--- config.mk ---
export PLATFORM = sky130hd
export DESIGN_NAME = signal_sequencer
export DESIGN_NICKNAME = d
export VERILOG_FILES = /design/src/rtl/thunderbird_pkg.sv /design/src/rtl/button_sync.sv /design/src/rtl/signal_sequencer.sv
export SDC_FILE = /design/constraint.sdc
export NUM_CORES = 1
export LEC_CHECK = 0
export BUFFER_PORTS_ARGS = -buffer_cell sky130_fd_sc_hd__buf_4
export CORE_ASPECT_RATIO = 1.75
export CORE_MARGIN = 4
export CORE_UTILIZATION = 59
export DETAILED_ROUTE_END_ITERATION = 8
export PLACE_DENSITY = 0.86
export SYNTH_ARGS = -nofsm -noshare
export SYNTH_HDL_FRONTEND = slang
export SYNTH_SLANG_ARGS = --single-unit
--- constraint.sdc ---
create_clock -name clk -period 2.4 [get_ports clk]
set_clock_uncertainty 0.1 [all_clocks]
set_input_delay 0.6 -clock clk [delete_from_list [all_inputs] [get_ports clk]]
set_output_delay 0.6 -clock clk [all_outputs]
set_load 0.02 [all_outputs]
--- src/rtl/thunderbird_pkg.sv ---
// thunderbird_pkg
// Shared definitions for the ThunderBird light controller:
//   - 2-bit mode encodings presented on the mode output
//   - default step prescale (4 Hz steps from a 50 MHz clock)
//   - default prescaler width
//   - default number of steps a turn signal runs before cancelling itself
package thunderbird_pkg;

   localparam logic [1:0] MODE_IDLE   = 2'b00;
   localparam logic [1:0] MODE_LEFT   = 2'b01;
   localparam logic [1:0] MODE_RIGHT  = 2'b10;
   localparam logic [1:0] MODE_HAZARD = 2'b11;

   localparam int DEFAULT_TICK_DIV          = 12_500_000;
   localparam int DEFAULT_CNT_W             = 24;
   localparam int DEFAULT_AUTO_CANCEL_TICKS = 40;

endpackage

--- src/rtl/button_sync.sv ---
// button_sync
// Brings one raw active-low button into the clk domain and turns each press
// (a 1->0 transition of the synchronized level) into a single-cycle pulse.
// A button sampled low at edge k gives a press pulse after edge k+2.
// Ports:
//   clk    in   system clock
//   reset  in   synchronous, active-high; all flops return to "released"
//   btn_n  in   raw button, active-low, asynchronous to clk
//   press  out  one-cycle press pulse, active-high
module button_sync (
   input  logic clk,
   input  logic reset,
   input  logic btn_n,
   output logic press
);

   logic sync1_reg;
   logic sync2_reg;
   logic prev_reg;
   logic press_reg;

   always_ff @(posedge clk) begin
      if (reset) begin
         sync1_reg <= 1'b1;
         sync2_reg <= 1'b1;
         prev_reg  <= 1'b1;
         press_reg <= 1'b0;
      end else begin
         sync1_reg <= btn_n;
         sync2_reg <= sync1_reg;
         prev_reg  <= sync2_reg;
         // Registered edge detect: a held button only produces one pulse
         // because prev_reg follows the low level on the next edge.
         press_reg <= prev_reg & ~sync2_reg;
      end
   end

   assign press = press_reg;

endmodule

--- src/rtl/signal_sequencer.sv ---
// signal_sequencer
// Front end for the ThunderBird light sequencer. Debounced-by-sync press
// pulses from the left/right/hazard buttons toggle a latched mode; the mode is
// decoded into the light block's active-low request pins. A prescaler produces
// the light_enable step strobe, and LEFT/RIGHT cancel themselves after
// AUTO_CANCEL_TICKS steps. Every mode change restarts the prescaler and step
// counter and pulses light_reset_n low for one cycle.
// Ports:
//   clk             in   system clock
//   reset           in   synchronous, active-high
//   left_btn_n      in   raw left button, active-low
//   right_btn_n     in   raw right button, active-low
//   hazard_btn_n    in   raw hazard button, active-low
//   light_left_n    out  left request to light block, active-low
//   light_right_n   out  right request to light block, active-low
//   light_hazard_n  out  hazard request to light block, active-low
//   light_enable    out  one-cycle step strobe
//   light_reset_n   out  light block reset, active-low
//   mode            out  current mode (IDLE/LEFT/RIGHT/HAZARD)
module signal_sequencer
   import thunderbird_pkg::*;
#(
   parameter int TICK_DIV          = DEFAULT_TICK_DIV,
   parameter int CNT_W             = DEFAULT_CNT_W,
   parameter int AUTO_CANCEL_TICKS = DEFAULT_AUTO_CANCEL_TICKS
) (
   input  logic       clk,
   input  logic       reset,
   input  logic       left_btn_n,
   input  logic       right_btn_n,
   input  logic       hazard_btn_n,
   output logic       light_left_n,
   output logic       light_right_n,
   output logic       light_hazard_n,
   output logic       light_enable,
   output logic       light_reset_n,
   output logic [1:0] mode
);

   // Sized to hold AUTO_CANCEL_TICKS-1 even when AUTO_CANCEL_TICKS is 1.
   localparam int               STEP_W    = $clog2(AUTO_CANCEL_TICKS + 1);
   localparam logic [CNT_W-1:0]  TICK_LAST = CNT_W'(TICK_DIV - 1);
   localparam logic [STEP_W-1:0] STEP_LAST = STEP_W'(AUTO_CANCEL_TICKS - 1);

   // Button index: 0 = left, 1 = right, 2 = hazard.
   logic [2:0] btn_n_vec;
   logic [2:0] press_vec;

   assign btn_n_vec = {hazard_btn_n, right_btn_n, left_btn_n};

   generate
      for (genvar gi = 0; gi < 3; gi++) begin : g_btn
         button_sync u_sync (
            .clk   (clk),
            .reset (reset),
            .btn_n (btn_n_vec[gi]),
            .press (press_vec[gi])
         );
      end
   endgenerate

   logic [CNT_W-1:0]  presc_reg, presc_next;
   logic [STEP_W-1:0] step_reg, step_next;
   logic [1:0]        mode_reg, mode_next;
   logic              light_left_n_reg, light_right_n_reg, light_hazard_n_reg;
   logic              light_enable_reg, light_reset_n_reg;
   logic              tick;
   logic              in_turn;
   logic              mode_change;
   logic              left_p, right_p, hazard_p;

   assign left_p   = press_vec[0];
   assign right_p  = press_vec[1];
   assign hazard_p = press_vec[2];

   always_comb begin
      tick      = (presc_reg == TICK_LAST);
      in_turn   = (mode_reg == MODE_LEFT) || (mode_reg == MODE_RIGHT);
      mode_next = mode_reg;

      if (hazard_p) begin
         mode_next = (mode_reg == MODE_HAZARD) ? MODE_IDLE : MODE_HAZARD;
      end else if (mode_reg == MODE_HAZARD) begin
         mode_next = MODE_HAZARD;
      end else if (left_p && !right_p) begin
         mode_next = (mode_reg == MODE_LEFT) ? MODE_IDLE : MODE_LEFT;
      end else if (right_p && !left_p) begin
         mode_next = (mode_reg == MODE_RIGHT) ? MODE_IDLE : MODE_RIGHT;
      end else if (in_turn && tick && (step_reg == STEP_LAST)) begin
         // A simultaneous left+right press is a no-op, so it lands here and
         // does not hold off the auto-cancel.
         mode_next = MODE_IDLE;
      end

      mode_change = (mode_next != mode_reg);

      if (mode_change || tick) begin
         presc_next = '0;
      end else begin
         presc_next = presc_reg + 1'b1;
      end

      if (mode_change || !in_turn) begin
         step_next = '0;
      end else if (tick) begin
         step_next = step_reg + 1'b1;
      end else begin
         step_next = step_reg;
      end
   end

   always_ff @(posedge clk) begin
      if (reset) begin
         mode_reg           <= MODE_IDLE;
         presc_reg          <= '0;
         step_reg           <= '0;
         light_left_n_reg   <= 1'b1;
         light_right_n_reg  <= 1'b1;
         light_hazard_n_reg <= 1'b1;
         light_enable_reg   <= 1'b0;
         light_reset_n_reg  <= 1'b0;
      end else begin
         mode_reg           <= mode_next;
         presc_reg          <= presc_next;
         step_reg           <= step_next;
         // Decode from mode_next so the requests change on the same edge
         // as mode and the light_reset_n pulse.
         light_left_n_reg   <= (mode_next != MODE_LEFT);
         light_right_n_reg  <= (mode_next != MODE_RIGHT);
         light_hazard_n_reg <= (mode_next != MODE_HAZARD);
         light_enable_reg   <= tick;
         light_reset_n_reg  <= ~mode_change;
      end
   end

   assign mode           = mode_reg;
   assign light_left_n   = light_left_n_reg;
   assign light_right_n  = light_right_n_reg;
   assign light_hazard_n = light_hazard_n_reg;
   assign light_enable   = light_enable_reg;
   assign light_reset_n  = light_reset_n_reg;

endmodule

Word level (Yosys, flattened, before mapping)
Index checks and enable logic that the tools add are counted.
{"block": "word_totals", "wordCells": 58, "input_bits": 5, "output_inout_bits": 7, "ff_bits": 49}
{"block": "op_classes", "reduce_logical": 12, "addsub": 2, "bitwise_logic": 7, "eq_ne": 9, "muxes": 8}
{"operator": "$add A24 B1 Y24 const B", "n": 1}
{"operator": "$eq A24 B24 Y1 const B", "n": 1}
{"operator": "$mux W2", "n": 7}
{"operator": "$add A6 B1 Y6 const B", "n": 1}
{"operator": "$eq A6 B6 Y1 const B", "n": 1}
{"operator": "$eq A2 B2 Y1 const B", "n": 2}
{"operator": "$logic_and A1 B1 Y1", "n": 4}
{"operator": "$ne A2 B2 Y1 const B", "n": 2}
{"operator": "$not A1 Y1", "n": 4}
{"operator": "$reduce_or A2 Y1", "n": 2}
{"operator": "$and A1 B1 Y1", "n": 3}
{"operator": "$logic_not A1 Y1", "n": 3}
{"operator": "$logic_or A1 B1 Y1", "n": 3}
{"operator": "$eq A2 B1 Y1 const B", "n": 1}
{"operator": "$ne A2 B1 Y1 const B", "n": 1}
{"operator": "$ne A2 B2 Y1", "n": 1}
{"operator": "$mux W1", "n": 1}

Logic depth before layout (Yosys ltp)
{"block": "depth", "ltp_word": 12, "ltp_mapped": 10, "mapped_depth_nobuf": 7}

Cells and area by module
A second synthesis with hierarchy kept.
{"block": "unflattened", "hier_cells": 225, "area_unflattened_um2": 2134.5}
{"mod": "signal_sequencer", "n_inst": 1, "cells_each": 201, "area_each_um2": 1815.5}
{"mod": "button_sync", "n_inst": 3, "cells_each": 8, "area_each_um2": 106.4}

Least setup slack after synthesis
Ideal clock, no wire load.
{"block": "synth_path", "path_kind": "register -> register", "startpoint": "register mode_reg[0] (netlist: mode[0])", "endpoint": "register light_right_n_reg (netlist: light_right_n)", "required_ns": 2.166, "setup_ns": 0.134, "synth_period_minus_slack_ns": 2.372, "path_stages_with_launch": 9, "t_arrival_ns": 2.138, "slack_ns": 0.028, "path_cell_list": "dfxtp_1 -> buf_2 -> inv_1 -> ha_1 -> nor4b_1 -> and3_1 -> nand3_1 -> and3_1 -> or4_1"}
{"block": "synth_via", "elab_chain_cells": 10}
{"item": "start: declaration", "line": "signal_sequencer.sv:64", "text": "logic [1:0] mode_reg, mode_next;"}
{"item": "start signal: assignment", "line": "signal_sequencer.sv:123", "text": "mode_reg <= mode_next;"}
{"item": "$eq A2 B1 Y1 / $eq A2 B2 Y1 (equally long branches)", "line": "signal_sequencer.sv:78, signal_sequencer.sv:86, signal_sequencer.sv:88"}
{"item": "$logic_or A1 B1 Y1", "line": "signal_sequencer.sv:78", "text": "in_turn = (mode_reg == MODE_LEFT) || (mode_reg == MODE_RIGHT);"}
{"item": "$logic_and A1 B1 Y1 (2 in a row)", "line": "signal_sequencer.sv:89", "text": "end else if (in_turn && tick && (step_reg == STEP_LAST)) begin"}
{"item": "$mux W2", "line": "signal_sequencer.sv:89"}
{"item": "$mux W2", "line": "signal_sequencer.sv:87", "text": "end else if (right_p && !left_p) begin"}
{"item": "$mux W2", "line": "signal_sequencer.sv:85", "text": "end else if (left_p && !right_p) begin"}
{"item": "$mux W2", "line": "signal_sequencer.sv:83", "text": "end else if (mode_reg == MODE_HAZARD) begin"}
{"item": "$mux W2 (*)", "line": "signal_sequencer.sv:81", "text": "if (hazard_p) begin"}
{"item": "$ne A2 B2 Y1 (*)", "line": "signal_sequencer.sv:129", "text": "light_right_n_reg <= (mode_next != MODE_RIGHT);"}
{"item": "end signal: assignment", "line": "signal_sequencer.sv:129"}
{"item": "end: declaration", "line": "signal_sequencer.sv:65", "text": "logic light_left_n_reg, light_right_n_reg, light_hazard_n_reg;"}
Every way passes the cells marked *; elsewhere a longest branch is shown, timed or not.
A chain may end at the register's enable or synchronous reset.

Worst setup path after layout
{"block": "layout_path", "startpoint": "register mode_reg[0] (netlist: mode[0])", "endpoint": "register presc_reg[10]"}
{"block": "layout_via", "elab_chain_cells": 12}
{"item": "$eq A2 B1 Y1 / $eq A2 B2 Y1 (equally long branches)", "line": "signal_sequencer.sv:78, signal_sequencer.sv:86, signal_sequencer.sv:88"}
{"item": "$logic_or A1 B1 Y1", "line": "signal_sequencer.sv:78"}
{"item": "$logic_and A1 B1 Y1 (2 in a row)", "line": "signal_sequencer.sv:89"}
{"item": "$mux W2", "line": "signal_sequencer.sv:89"}
{"item": "$mux W2", "line": "signal_sequencer.sv:87"}
{"item": "$mux W2", "line": "signal_sequencer.sv:85"}
{"item": "$mux W2", "line": "signal_sequencer.sv:83"}
{"item": "$mux W2", "line": "signal_sequencer.sv:81"}
{"item": "$ne A2 B2 Y1 (*)", "line": "signal_sequencer.sv:95", "text": "mode_change = (mode_next != mode_reg);"}
{"item": "$logic_or A1 B1 Y1 (*)", "line": "signal_sequencer.sv:97", "text": "if (mode_change || tick) begin"}
{"item": "$reduce_or A2 Y1 (no source line) (*)"}
{"item": "end signal: assignment", "line": "signal_sequencer.sv:124", "text": "presc_reg <= presc_next;"}
{"item": "end: declaration", "line": "signal_sequencer.sv:62", "text": "logic [CNT_W-1:0] presc_reg, presc_next;"}
Marks and branches as above.

==> reports/metrics.yaml <==
logic_synthesis:
  sequential_element_share_of_the_synthesized_area_pct: 44.39
  yosys-top-cells-count: "sky130_fd_sc_hd__dfxtp_1, sky130_fd_sc_hd__nor3_1, sky130_fd_sc_hd__xor2_1"
  yosysMostFrequentCell: "sky130_fd_sc_hd__dfxtp_1"
  synth_fp_nets: 250
  synth_largest_type_area_fraction_pct: 44.39
  synth.area.top_cells: "sky130_fd_sc_hd__dfxtp_1, sky130_fd_sc_hd__nor3_1, sky130_fd_sc_hd__xor2_1, sky130_fd_sc_hd__xnor2_1, sky130_fd_sc_hd__nand3_1"
  synth-async-reset-ratio_pct: 0
  syn-cell-area_um2: 2210
  synth_top_cell_by_area: "sky130_fd_sc_hd__dfxtp_1"
  ys_types: 42
  ys.warnings.count: 0
  syn-mean-instance-area_um2: 9.207
  ys_dominant_reg_cell: "sky130_fd_sc_hd__dfxtp_1"
  post_synth_inst_count: 240
  ys_ff_latch: 49
  synth-edff-count: 0
clock_network:
  clock-sinks: 49
  cts-root-to-sink-buffers: 2
  clkTransAtPathRegs_ps: 90
  clk_latency_ps: 300
  clockRootBuffer: "sky130_fd_sc_hd__clkbuf_8"
  cts_htree_levels: 2
  tritoncts: "done"
  cts_inserted_buffers: 5
routing:
  drt_drc_violations_left: 0
  avgRoutedWirePerCell_um: 14.00
  drt-vias-per-instance: 5.702
  first_iter_violations: 33
  postRouteWirelength_mm: 4.229
  routed-via-count: 1722
  firstDrtPassIters: 4
  ant_nets: 0
power_and_ir_drop:
  totalPowerFinal_mw: 1.421
  irDropWorstVdd_mv: 0.3651
  p_per_area_nw_per_um2: 577.5
  static-leakage-power_nw: 0.9241
placed_design:
  place.port_buffers: 11
  dp.final_hpwl_mm: 3.157
  place.gp.congestion: 0.7649
  post-place-ws_ps: 25.16
  placed_cells: 294
run_status:
  run_status: "complete, no violations"
setup_path:
  max_fanout_on_critical_path: 31
  crit_path_end_kind: "flip-flop"
  cp-start-kind: "flip-flop"
  timing.critical_path.arrival_ps: 2390
  critical_path_class: "reg2reg"
  worst-endpoint-required_ps: 2520
min_path:
  path_type_of_the_worst_min_delay_path: "reg2reg"
global_route:
  antenna_found_initial: 0
  grt_pass1_wl_mm: 7.472
  grt_start_max_net_pins: 32
  first_global_vias: 1805
  global_route.usage.total_pct: 20.77
  global_route.overflow_total: 0
run:
  cap_violations: 0
layout:
  n_fill_cell: 282
  syn2layout_area_growth_pct: 11.33
  drive_gt1_share_pct: 19.53
  nets: 265
  layoutNonFillerInstCount: 302
  final_core_util_pct: 67.79
  largest_register_ffs: 24
  diodes: 0
floorplan:
  fp.dieArea_um2: 4827
  floorplan.die.height_um: 88.96
  rows: 29
  core_area_um2: 3628
  floorplan.initialDensity_pct: 60.90
  chipWidth_um: 54.26
  floorplan.io_pins: 12
sta:
  setup_repair_after_global_routing_missed_its_margin: "false"
  timing.final.max_slew_violations: 0
  hold_viol: 0
  layout_min_cycle_time_ps: 2271
  maxSlewHeadroom_pct: 78.62
  worst_slack_ps: 129.0
  achievable-frequency_mhz: 440.3
  timing_worst_slew_pin_value_ps: 319.2
  final-setup-viol-count: 0
  totalNegativeSetupSlack_ps: 0
  layout_worst_path_cycle_share_pct: 94.63
worst max-delay path, cell delays in order, from the launching register on:
cell and delay (ps):
sky130_fd_sc_hd__dfxtp_4 380, sky130_fd_sc_hd__ha_1 230, sky130_fd_sc_hd__nor2_2 200, sky130_fd_sc_hd__a2bb2oi_1 200, sky130_fd_sc_hd__a22oi_1 90, sky130_fd_sc_hd__or4_1 570
sky130_fd_sc_hd__buf_12 200, sky130_fd_sc_hd__nor3_1 200
layer usage:
layer  vias up  GRT usage [%]  wire length [um]
met2        32          39.37              2389
met1       810          20.86              1619
li1        872              -                 -
met3         8          3.840               128
met5         -              0                 0
met4         0          8.844                92
timing repair:
action                                  4_1_cts  5_1_grt
resized for setup                             0        3
hold buffers                                  0        0
endpoints found under the setup margin        0       31
setup buffers                                 0        0
power breakdown:
part,leakage [nW],internal (mW),switching [mW]
clock network,0.0450,0.202,0.258
logic,0.480,0.0497,0.0633
registers,0.399,0.833,0.0146
worst paths after layout:
kind,start,end,slack [ps],depth (start not counted)
worst max register to register,mode[0],presc_reg[10],130,7
worst min register to register,g_btn[1].u_sync.sync1_reg,g_btn[1].u_sync.sync2_reg,310,1
worst max-delay path,mode[0],presc_reg[10],130,7
worst min-delay path,g_btn[1].u_sync.sync1_reg,g_btn[1].u_sync.sync2_reg,310,1
cell families (layout without fill, tap and decap cells):
family | count (synthesis) | after routing | share of synthesized area [%]
AO/OA/AOI/OAI | 13 | 13 | 3.850
XOR/XNOR | 27 | 27 | 10.70
adder cells (fa/ha/maj) | 5 | 5 | 2.831
buffers and inverters | 17 | 33 | 3.284
flip-flops | 49 | 49 | 44.39
multiplexers | 1 | 1 | 0.4530
AND/OR/NAND/NOR | 128 | 128 | 34.48
area by class of cell:
class | count | area (um^2) | area share, %
multi-input cells | 174 | 1156 | 47.00
flip-flops and latches | 49 | 985.9 | 40.08
repair buffers | 19 | 155.1 | 6.307
clock buffers | 6 | 72.57 | 2.950
well taps | 46 | 57.56 | 2.340
inverters | 6 | 22.52 | 0.9156
clock inverters | 2 | 10.01 | 0.4069
stage by stage:
step	hold WS (ps)	instance area, um^2
finish	309.0	2460
detailed placement	296.3	2372
global route	332.2	2460
CTS	313.8	2455
floorplan	289.5	2210
global placement	290.4	2372
cell usage in the layout (no fill, tap or decap), types with 2 or more instances in the layout:
master,Yosys,routed
sky130_fd_sc_hd__a21oi_1,2,2
sky130_fd_sc_hd__a22oi_1,2,2
sky130_fd_sc_hd__a2bb2oi_1,2,2
sky130_fd_sc_hd__and2_1,4,4
sky130_fd_sc_hd__and3_1,5,5
sky130_fd_sc_hd__buf_4,0,18
sky130_fd_sc_hd__clkbuf_8,0,5
sky130_fd_sc_hd__clkinv_2,0,2
sky130_fd_sc_hd__dfxtp_1,49,47
sky130_fd_sc_hd__ha_1,5,5
sky130_fd_sc_hd__inv_1,6,6
sky130_fd_sc_hd__nand2_1,13,13
sky130_fd_sc_hd__nand2b_1,3,3
sky130_fd_sc_hd__nand3_1,13,13
sky130_fd_sc_hd__nand4_1,9,9
sky130_fd_sc_hd__nor2_1,12,12
sky130_fd_sc_hd__nor2b_1,4,4
sky130_fd_sc_hd__nor3_1,33,33
sky130_fd_sc_hd__nor3_2,4,4
sky130_fd_sc_hd__nor4b_1,2,2
sky130_fd_sc_hd__o21ai_0,3,3
sky130_fd_sc_hd__or2_2,9,9
sky130_fd_sc_hd__or4_1,3,3
sky130_fd_sc_hd__or4b_1,2,2
sky130_fd_sc_hd__xnor2_1,9,9
sky130_fd_sc_hd__xor2_1,18,18
(Power assumes the default switching activity.)
